[src/rtl/lift_seq.sv]
// Block sequencer for the lifting core: reads one word per 4-cycle slot from
// the left/sample/right RAMs, strobes the core, and writes its result back.
module lift_seq #(
    parameter int unsigned ADDR_W = 10
) (
    input  logic                clk_fast,
    input  logic                rst,
    input  logic                start,
    input  logic [ADDR_W-1:0]   base_addr,
    input  logic [ADDR_W-1:0]   res_base,
    input  logic [ADDR_W:0]     count,
    input  logic [ADDR_W-1:0]   flgs_addr,
    output logic [ADDR_W-1:0]   addr_lf,
    output logic [ADDR_W-1:0]   addr_sa,
    output logic [ADDR_W-1:0]   addr_rt,
    input  logic [143:0]        dout_lf,
    input  logic [143:0]        dout_sa,
    input  logic [143:0]        dout_rt,
    output logic [ADDR_W-1:0]   addr_flgs,
    input  logic [79:0]         dout_flgs,
    output logic [143:0]        left_s_i,
    output logic [143:0]        sam_s_i,
    output logic [143:0]        right_s_i,
    output logic [79:0]         flgs_s_i,
    output logic                update_s,
    input  logic signed [9:0]   res_out_x,
    input  logic                noupdate_s,
    output logic [9:0]          din_res,
    output logic [ADDR_W-1:0]   addr_res,
    output logic                we_res,
    output logic                busy,
    output logic                done,
    output logic [ADDR_W:0]     skip_cnt
);

    typedef enum logic [2:0] {
        IDLE,
        RD,
        LAT,
        UPD,
        WR,
        DONE
    } state_t;

    localparam logic [ADDR_W:0] SKIP_MAX = {1'b1, {ADDR_W{1'b0}}};
    localparam logic [ADDR_W:0] ONE_CNT  = {{ADDR_W{1'b0}}, 1'b1};

    state_t              r_state;
    state_t              w_next;

    logic [ADDR_W-1:0]   r_base;
    logic [ADDR_W-1:0]   r_res;
    logic [ADDR_W:0]     r_count;
    logic [ADDR_W-1:0]   r_flgs;
    logic [ADDR_W-1:0]   r_idx;
    logic [ADDR_W:0]     r_skip;
    logic [143:0]        r_left;
    logic [143:0]        r_sam;
    logic [143:0]        r_right;
    logic [79:0]         r_flgs_op;

    logic                w_accept;
    logic                w_go;
    logic                w_last;
    logic                w_upd;
    logic                w_we;
    logic                w_skip;
    logic                w_busy;
    logic                w_done;

    assign w_last = ({1'b0, r_idx} == (r_count - ONE_CNT));

    always_ff @(posedge clk_fast) begin
        if (rst) begin
            r_state <= IDLE;
        end else begin
            r_state <= w_next;
        end
    end

    always_comb begin
        w_next   = r_state;
        w_accept = 1'b0;
        w_go     = 1'b0;
        w_upd    = 1'b0;
        w_we     = 1'b0;
        w_skip   = 1'b0;
        w_busy   = 1'b1;
        w_done   = 1'b0;
        case (r_state)
            IDLE: begin
                w_busy = 1'b0;
                if (start) begin
                    w_accept = 1'b1;
                    if (count != '0) begin
                        w_go   = 1'b1;
                        w_next = RD;
                    end else begin
                        w_next = DONE;
                    end
                end
            end
            RD:  w_next = LAT;
            LAT: w_next = UPD;
            UPD: begin
                w_upd  = 1'b1;
                w_next = WR;
            end
            WR: begin
                w_we   = ~noupdate_s;
                w_skip = noupdate_s;
                w_next = w_last ? DONE : RD;
            end
            DONE: begin
                w_done = 1'b1;
                w_next = IDLE;
            end
            default: w_next = IDLE;
        endcase
    end

    // Block parameters are only latched for a non-empty block, so a count=0
    // request leaves the RAM address outputs untouched.
    always_ff @(posedge clk_fast) begin
        if (rst) begin
            r_base    <= '0;
            r_res     <= '0;
            r_count   <= '0;
            r_flgs    <= '0;
            r_idx     <= '0;
            r_skip    <= '0;
            r_left    <= '0;
            r_sam     <= '0;
            r_right   <= '0;
            r_flgs_op <= '0;
        end else begin
            if (w_accept) begin
                r_skip <= '0;
            end
            if (w_go) begin
                r_base  <= base_addr;
                r_res   <= res_base;
                r_count <= count;
                r_flgs  <= flgs_addr;
                r_idx   <= '0;
            end
            if (r_state == LAT) begin
                r_left    <= dout_lf;
                r_sam     <= dout_sa;
                r_right   <= dout_rt;
                r_flgs_op <= dout_flgs;
            end
            if (w_skip && (r_skip != SKIP_MAX)) begin
                r_skip <= r_skip + ONE_CNT;
            end
            if ((r_state == WR) && !w_last) begin
                r_idx <= r_idx + 1'b1;
            end
        end
    end

    // Address sums are ADDR_W wide, so wrap-around is implicit.
    assign addr_lf   = r_base + r_idx;
    assign addr_sa   = r_base + r_idx;
    assign addr_rt   = r_base + r_idx;
    assign addr_flgs = r_flgs;
    assign addr_res  = r_res + r_idx;

    assign left_s_i  = r_left;
    assign sam_s_i   = r_sam;
    assign right_s_i = r_right;
    assign flgs_s_i  = r_flgs_op;

    assign update_s  = w_upd;
    assign we_res    = w_we;
    assign din_res   = w_we ? $unsigned(res_out_x) : '0;
    assign busy      = w_busy;
    assign done      = w_done;
    assign skip_cnt  = r_skip;

endmodule
[config.mk]
export PLATFORM = sky130hd
export DESIGN_NAME = lift_seq
export DESIGN_NICKNAME = d
export VERILOG_FILES = /design/src/rtl/lift_seq.sv
export SDC_FILE = /design/constraint.sdc
export NUM_CORES = 1
export LEC_CHECK = 0
export BUFFER_PORTS_ARGS = -buffer_cell sky130_fd_sc_hd__buf_2
export CORE_AREA = 2 2 445 447
export DETAILED_ROUTE_END_ITERATION = 16
export DIE_AREA = 0 0 447 449
export PLACE_DENSITY = 0.32
export REMOVE_ABC_BUFFERS = 1
export SETUP_SLACK_MARGIN = 0.3
export SLEW_MARGIN = 15
export SYNTH_ARGS = -nofsm -noshare
export SYNTH_HDL_FRONTEND = slang
export SYNTH_SLANG_ARGS = --single-unit
export TNS_END_PERCENT = 10
[constraint.sdc]
create_clock -name clk_fast -period 4.99 [get_ports clk_fast]
set_input_delay 0.2495 -clock clk_fast [delete_from_list [all_inputs] [get_ports clk_fast]]
set_output_delay 0.2495 -clock clk_fast [all_outputs]
set_load 0.1 [all_outputs]
# Word level (Yosys, flattened, before mapping)

Cells that the tools add are included.

Output and inout port bits: 587
Logic and storage cells: 51
Input port bits: 567
Flip-flop bits (word level): 577

Add/sub/neg operators: 5
Equal/unequal tests: 8
Reductions and logical operators: 7
Bitwise operators: 1
Multiplexer cells: 19

Operators by type and width:

| cell                    | count |
|---|---|
| $mux W10                | 3 |
| $mux W11                | 2 |
| $add A10 B10 Y10        | 2 |
| $pmux W3 S5             | 1 |
| $add A11 B1 Y11 const B | 1 |
| $eq A10 B11 Y1          | 1 |
| $ne A11 B11 Y1 const B  | 1 |
| $reduce_bool A11 Y1     | 1 |
| $sub A11 B1 Y11 const B | 1 |
| $add A10 B1 Y10 const B | 1 |
| $mux W1                 | 10 |
| $mux W3                 | 3 |
| $eq A3 B2 Y1 const B    | 2 |
| $eq A3 B3 Y1 const B    | 2 |
| $reduce_bool A2 Y1      | 2 |
| $eq A3 B1 Y1 const B    | 1 |
| $logic_not A3 Y1        | 1 |
| $logic_and A1 B1 Y1     | 2 |
| $ne A2 B2 Y1 const B    | 1 |
| $logic_not A1 Y1        | 1 |
| $not A1 Y1              | 1 |

# Logic depth before layout (Yosys ltp)

Depth in word-level cells: 6
Mapped depth: 11
Mapped depth without buffers: 10

# Least setup slack after synthesis

Ideal clock, no wire load.

Path kind: register to output
Start: register r_idx[1]
End: output port addr_rt[7]
Data required time: 4.740 ns
Cell stages (with the launch flop): 9
Arrival: 3.912 ns
Setup slack: 0.829 ns
Buffers on the path: 1
Cell sequence: dfxtp_1 > ha_1 > a21o_1 > a21oi_1 > o21bai_1 > a2111oi_0 > nor2_1 > xnor2_1 > buf_4

Word-level cells in the longest chain between the ends: 1

Ends and longest elaborated chain:

| what                     | RTL line | source |
|---|---|---|
| start: declaration       | 55       | `logic [ADDR_W-1:0] r_idx;` |
| start signal: assignment | 157      | `r_idx <= r_idx + 1'b1;` |
| $add A10 B10 Y10         | n/a      |  |
| end: declaration         | 15       | `output logic [ADDR_W-1:0] addr_rt,` |

No other way between the ends.

# Worst setup path after layout

Start: register r_idx[1]
End: output port addr_lf[9]

Word-level cells in the longest chain between the ends: 1

Ends and longest elaborated chain:

| what             | RTL line | source |
|---|---|---|
| $add A10 B10 Y10 | 163      | `assign addr_lf = r_base + r_idx;` |
| end: declaration | 13       | `output logic [ADDR_W-1:0] addr_lf,` |

No other way between the ends.

==> impl_metrics.py <==
metrics = {
    "global_route": {
        "grt_usage_pct": 12.9,
        "grt_max_degree": 139,
        "grt_util_met3_pct": 3.99,
        "use_met2_pct": 21.8,
        "grt_pass1_wl_mm": 186,
        "antenna_found_initial": 27,
        "gr-total-overflow": 0,
        "met1_usage_pct": 15.0,
        "top_usage_layer": "met2",
        "grt_pass1_vias": 24900,
    },
    "worst_setup_path": {
        "r2r-start": "r_count[0]$_SDFFE_PP0P_",
        "crit_fanout": 7,
        "cp-start-kind": "register",
        "worstPathArrival_ps": 3730,
        "end_kind": "output pin",
        "required_ps": 4740,
        "reg2reg_depth": 9,
        "crit_family": "compound AO/OA/AOI/OAI gates",
        "crit_chain": "ha_1 > a21o_1 > a21oi_1 > o21bai_1 > a2111oi_0 > o31ai_1 > a21oi_1 > xnor2_1 > buf_2",
        "cp_num_buf_inv": 1,
        "path_class": "register to output pin",
        "crit_slowest_cell": "a2111oi_0",
        "max_stage_delay_ps": 620,
        "crit_top_cell": "a21oi_1",
        "r2r-end": "r_idx[7]$_SDFFE_PP0P_",
        "r2r_slack_ps": 1980,
    },
    "drt": {
        "wirelength_mm": 135,
        "vias": 24800,
        "first_pass_iters": 6,
        "first_iter_violations": 1220,
        "vias_per_cell": 3.50,
        "drc": 0,
        "wl_per_cell_um": 19.0,
        "ant_nets": 0,
    },
    "finish": {
        "fillers": 22400,
        "final_util_pct": 19.6,
        "multiInputGateArea_mm2": 0.00887,
        "postLayoutCellArea_mm2": 0.0384,
        "area_growth_pct": 79.6,
        "final_layout_size_suffix_gt1_share_pct": 29.9,
        "register_area_mm2": 0.0116,
        "nNetsFinal": 4969,
    },
    "clock_tree": {
        "cts_hold_buffers": 575,
        "cts_buffers": 80,
        "cts_setup_buffers": 0,
        "cts_resized": 0,
        "h-tree-depth": 3,
        "clock_path_buffers": 3,
        "clk_pin_slew_worst_paths_ps": 60,
        "clk-insertion-delay-late_ps": 710,
        "cts_root_buffer": "clkbuf_16",
        "cts_tree": "built",
        "cts_sinks": 577,
    },
    "logic_synthesis": {
        "synth.cell_area_mm2": 0.0214,
        "synthAdderAreaFrac_pct": 1.48,
        "synthSimpleGateAreaFrac_pct": 23.1,
        "synth_top_area_share_pct": 54.0,
        "yosys.cell_types.count": 55,
        "synthMuxAreaShare_pct": 0.158,
        "syn_area_per_cell_um2": 7.78,
        "syn_inst": 2747,
        "synth.yosys.seq_area_share_pct": 54.0,
        "synth-compound-area-share_pct": 15.4,
        "ys.flop_type": "dfxtp_1",
        "synth_edf_count": 0,
        "synth-xor-area-share_pct": 1.27,
        "yosysTopAreaCell": "dfxtp_1",
        "ys_warn_count": 0,
        "synth_seq_cells": 577,
        "synth_top_family_by_area": "simple AND/OR/NAND/NOR gates",
        "ys_top_cells_by_area": "dfxtp_1 (54%), nand2_1 (20%), a21oi_1 (13%), clkbuf_1 (3.1%), ha_1 (1.3%)",
        "ys_async_sr_fraction_pct": 0,
    },
    "power": {
        "p_leak_nw": 16.5,
        "ir_drop_v": 0.000275,
        "power_mw": 15.4,
        "p_per_area_mw_per_mm2": 401,
    },
    "floorplanning": {
        "start_util_pct": 10.9,
        "rows": 163,
        "die-area_mm2": 0.201,
        "core-area_mm2": 0.196,
        "die_h_um": 449,
        "io_pins": 1154,
        "die_w_um": 447,
    },
    "timing": {
        "period_minus_slack_ps": 3980,
        "hold_violations": 0,
        "skew_ps": 46.0,
        "finalSetupViolations": 0,
        "drv_slew": 0,
        "rsz0062_at_grt": "no",
        "max_slew_margin_pct": 38.9,
        "worstMarginPinSlew_ps": 917,
        "clock.fmax_mhz": 251,
        "period_share_pct": 79.8,
    },
    "placed_design": {
        "place_congestion": 0.920,
        "place_area_mm2": 0.0300,
        "portBuffers": 1153,
        "hpwl_mm": 105,
    },
    "worst_hold_path": {
        "min-delay-start": "rst",
        "hp-class": "input port to register",
        "min_to": "right_s_i[80]$_SDFFE_PP0P_",
        "min_delay_path_depth": 2,
    },
    "run": {
        "drv_cap": 0,
    },
    "run_status": {
        "status": "complete, no violations",
    },
}
cells by family after synthesis:
family / after synthesis
fa+ha+maj: 24
buf+inv: 238
simple gates: 1245
compound gates: 629
xor+xnor: 31
mux: 3
flops: 577
report_power, final:
group	switching (mW)	total [mW]	internal (mW)
clock network	2.44	5.85	3.42
registers	0.189	5.11	4.92
logic	3.47	4.43	0.958
total	6.10	15.4	9.29
cell usage after synthesis, types with 3 or more instances:
cell	count
nand2_1	1124
dfxtp_1	577
a21oi_1	576
clkbuf_1	179
nor2_1	23
ha_1	22
inv_1	22
buf_4	20
buf_1	16
xnor2_1	16
nor3_1	15
xor2_1	15
and2_1	12
nand3_1	12
nand2b_1	11
nor3b_1	9
o21ai_0	8
and3_1	7
a21o_1	6
nor4_1	6
o21ai_1	6
o21bai_1	6
nor4b_1	4
o31ai_1	4
or3_1	4
a2111oi_0	3
mux2_2	3
nand4_1	3
o22ai_1	3
o31a_1	3
or2_2	3
worst max path at each step:
stage	startpoint	end	slack, ps	cells past startpoint
final	r_idx[1]$_SDFFE_PP0P_	addr_lf[9]	1010	9
after global routing	r_idx[1]$_SDFFE_PP0P_	addr_lf[9]	680	9
after CTS	r_idx[1]$_SDFFE_PP0P_	addr_lf[9]	860	9
after detailed placement	r_idx[1]$_SDFFE_PP0P_	addr_lf[9]	1690	9
after global placement	r_idx[1]$_SDFFE_PP0P_	addr_res[9]	1620	9
after floorplan	r_state[2]$_SDFFE_PP0P_	flgs_s_i[0]$_SDFFE_PP0P_	-4350	4
layout make-up:
type	instances	area share, %
timing repair buffer	1765	31.1
sequential	577	30.1
multi-input combinational	1932	23.1
tap	2640	8.60
clock buffer	117	5.97
clock inverter	24	0.873
inverter	22	0.215
antenna	13	0.0847
sequential cells by signal, summed over array words and instances, names as in the netlist, 10 cells and up:
| name | flops |
|---|---|
| r_count | 11 |
| left_s_i | 144 |
| r_res | 10 |
| r_base | 10 |
| sam_s_i | 144 |
| addr_flgs | 10 |
| r_idx | 10 |
| flgs_s_i | 80 |
| right_s_i | 144 |
| skip_cnt | 11 |
cells in the final DEF (no fill, tap or decap), drive strengths merged, types with 3 or more instances in the layout:
master       instances
clkbuf             117
xor2                15
nand2b              11
mux2                 3
o21ai               15
nor4                 6
a2111oi              3
nor3b                9
a21oi              576
or2                  3
nor2                23
ha                  22
dfxtp              577
a21o                 6
clkinv              12
and3                 7
xnor2               16
buf               1190
diode               13
nand4                3
o21bai               6
clkinvlp             5
dlygate4sd3        575
o22ai                3
nor4b                4
bufinv               4
nand2             1124
or3                  4
nor3                16
and2                12
o31a                 3
nand3               12
inv                 25
o31ai                4
per-layer routing:
layer  up-vias  wire [µm]
met1     11600      55200
met4         4       4480
met2       771      65200
li1      12200          -
met5         -         23
met3       175       9930
per-stage QoR:
step / hold WS, ps / setup slack (ps) / std cells / TNS [ps]
floorplan: 319 / -4350 / 2531 / -2252230
global placement: 439 / 1620 / 6361 / 0
detailed placement: 443 / 1690 / 6361 / 0
CTS: 2.45 / 862 / 7077 / 0
global route: 80.3 / 681 / 7087 / 0
finish: 99.6 / 1010 / 7090 / 0
Power figures use the tool's default switching activity.
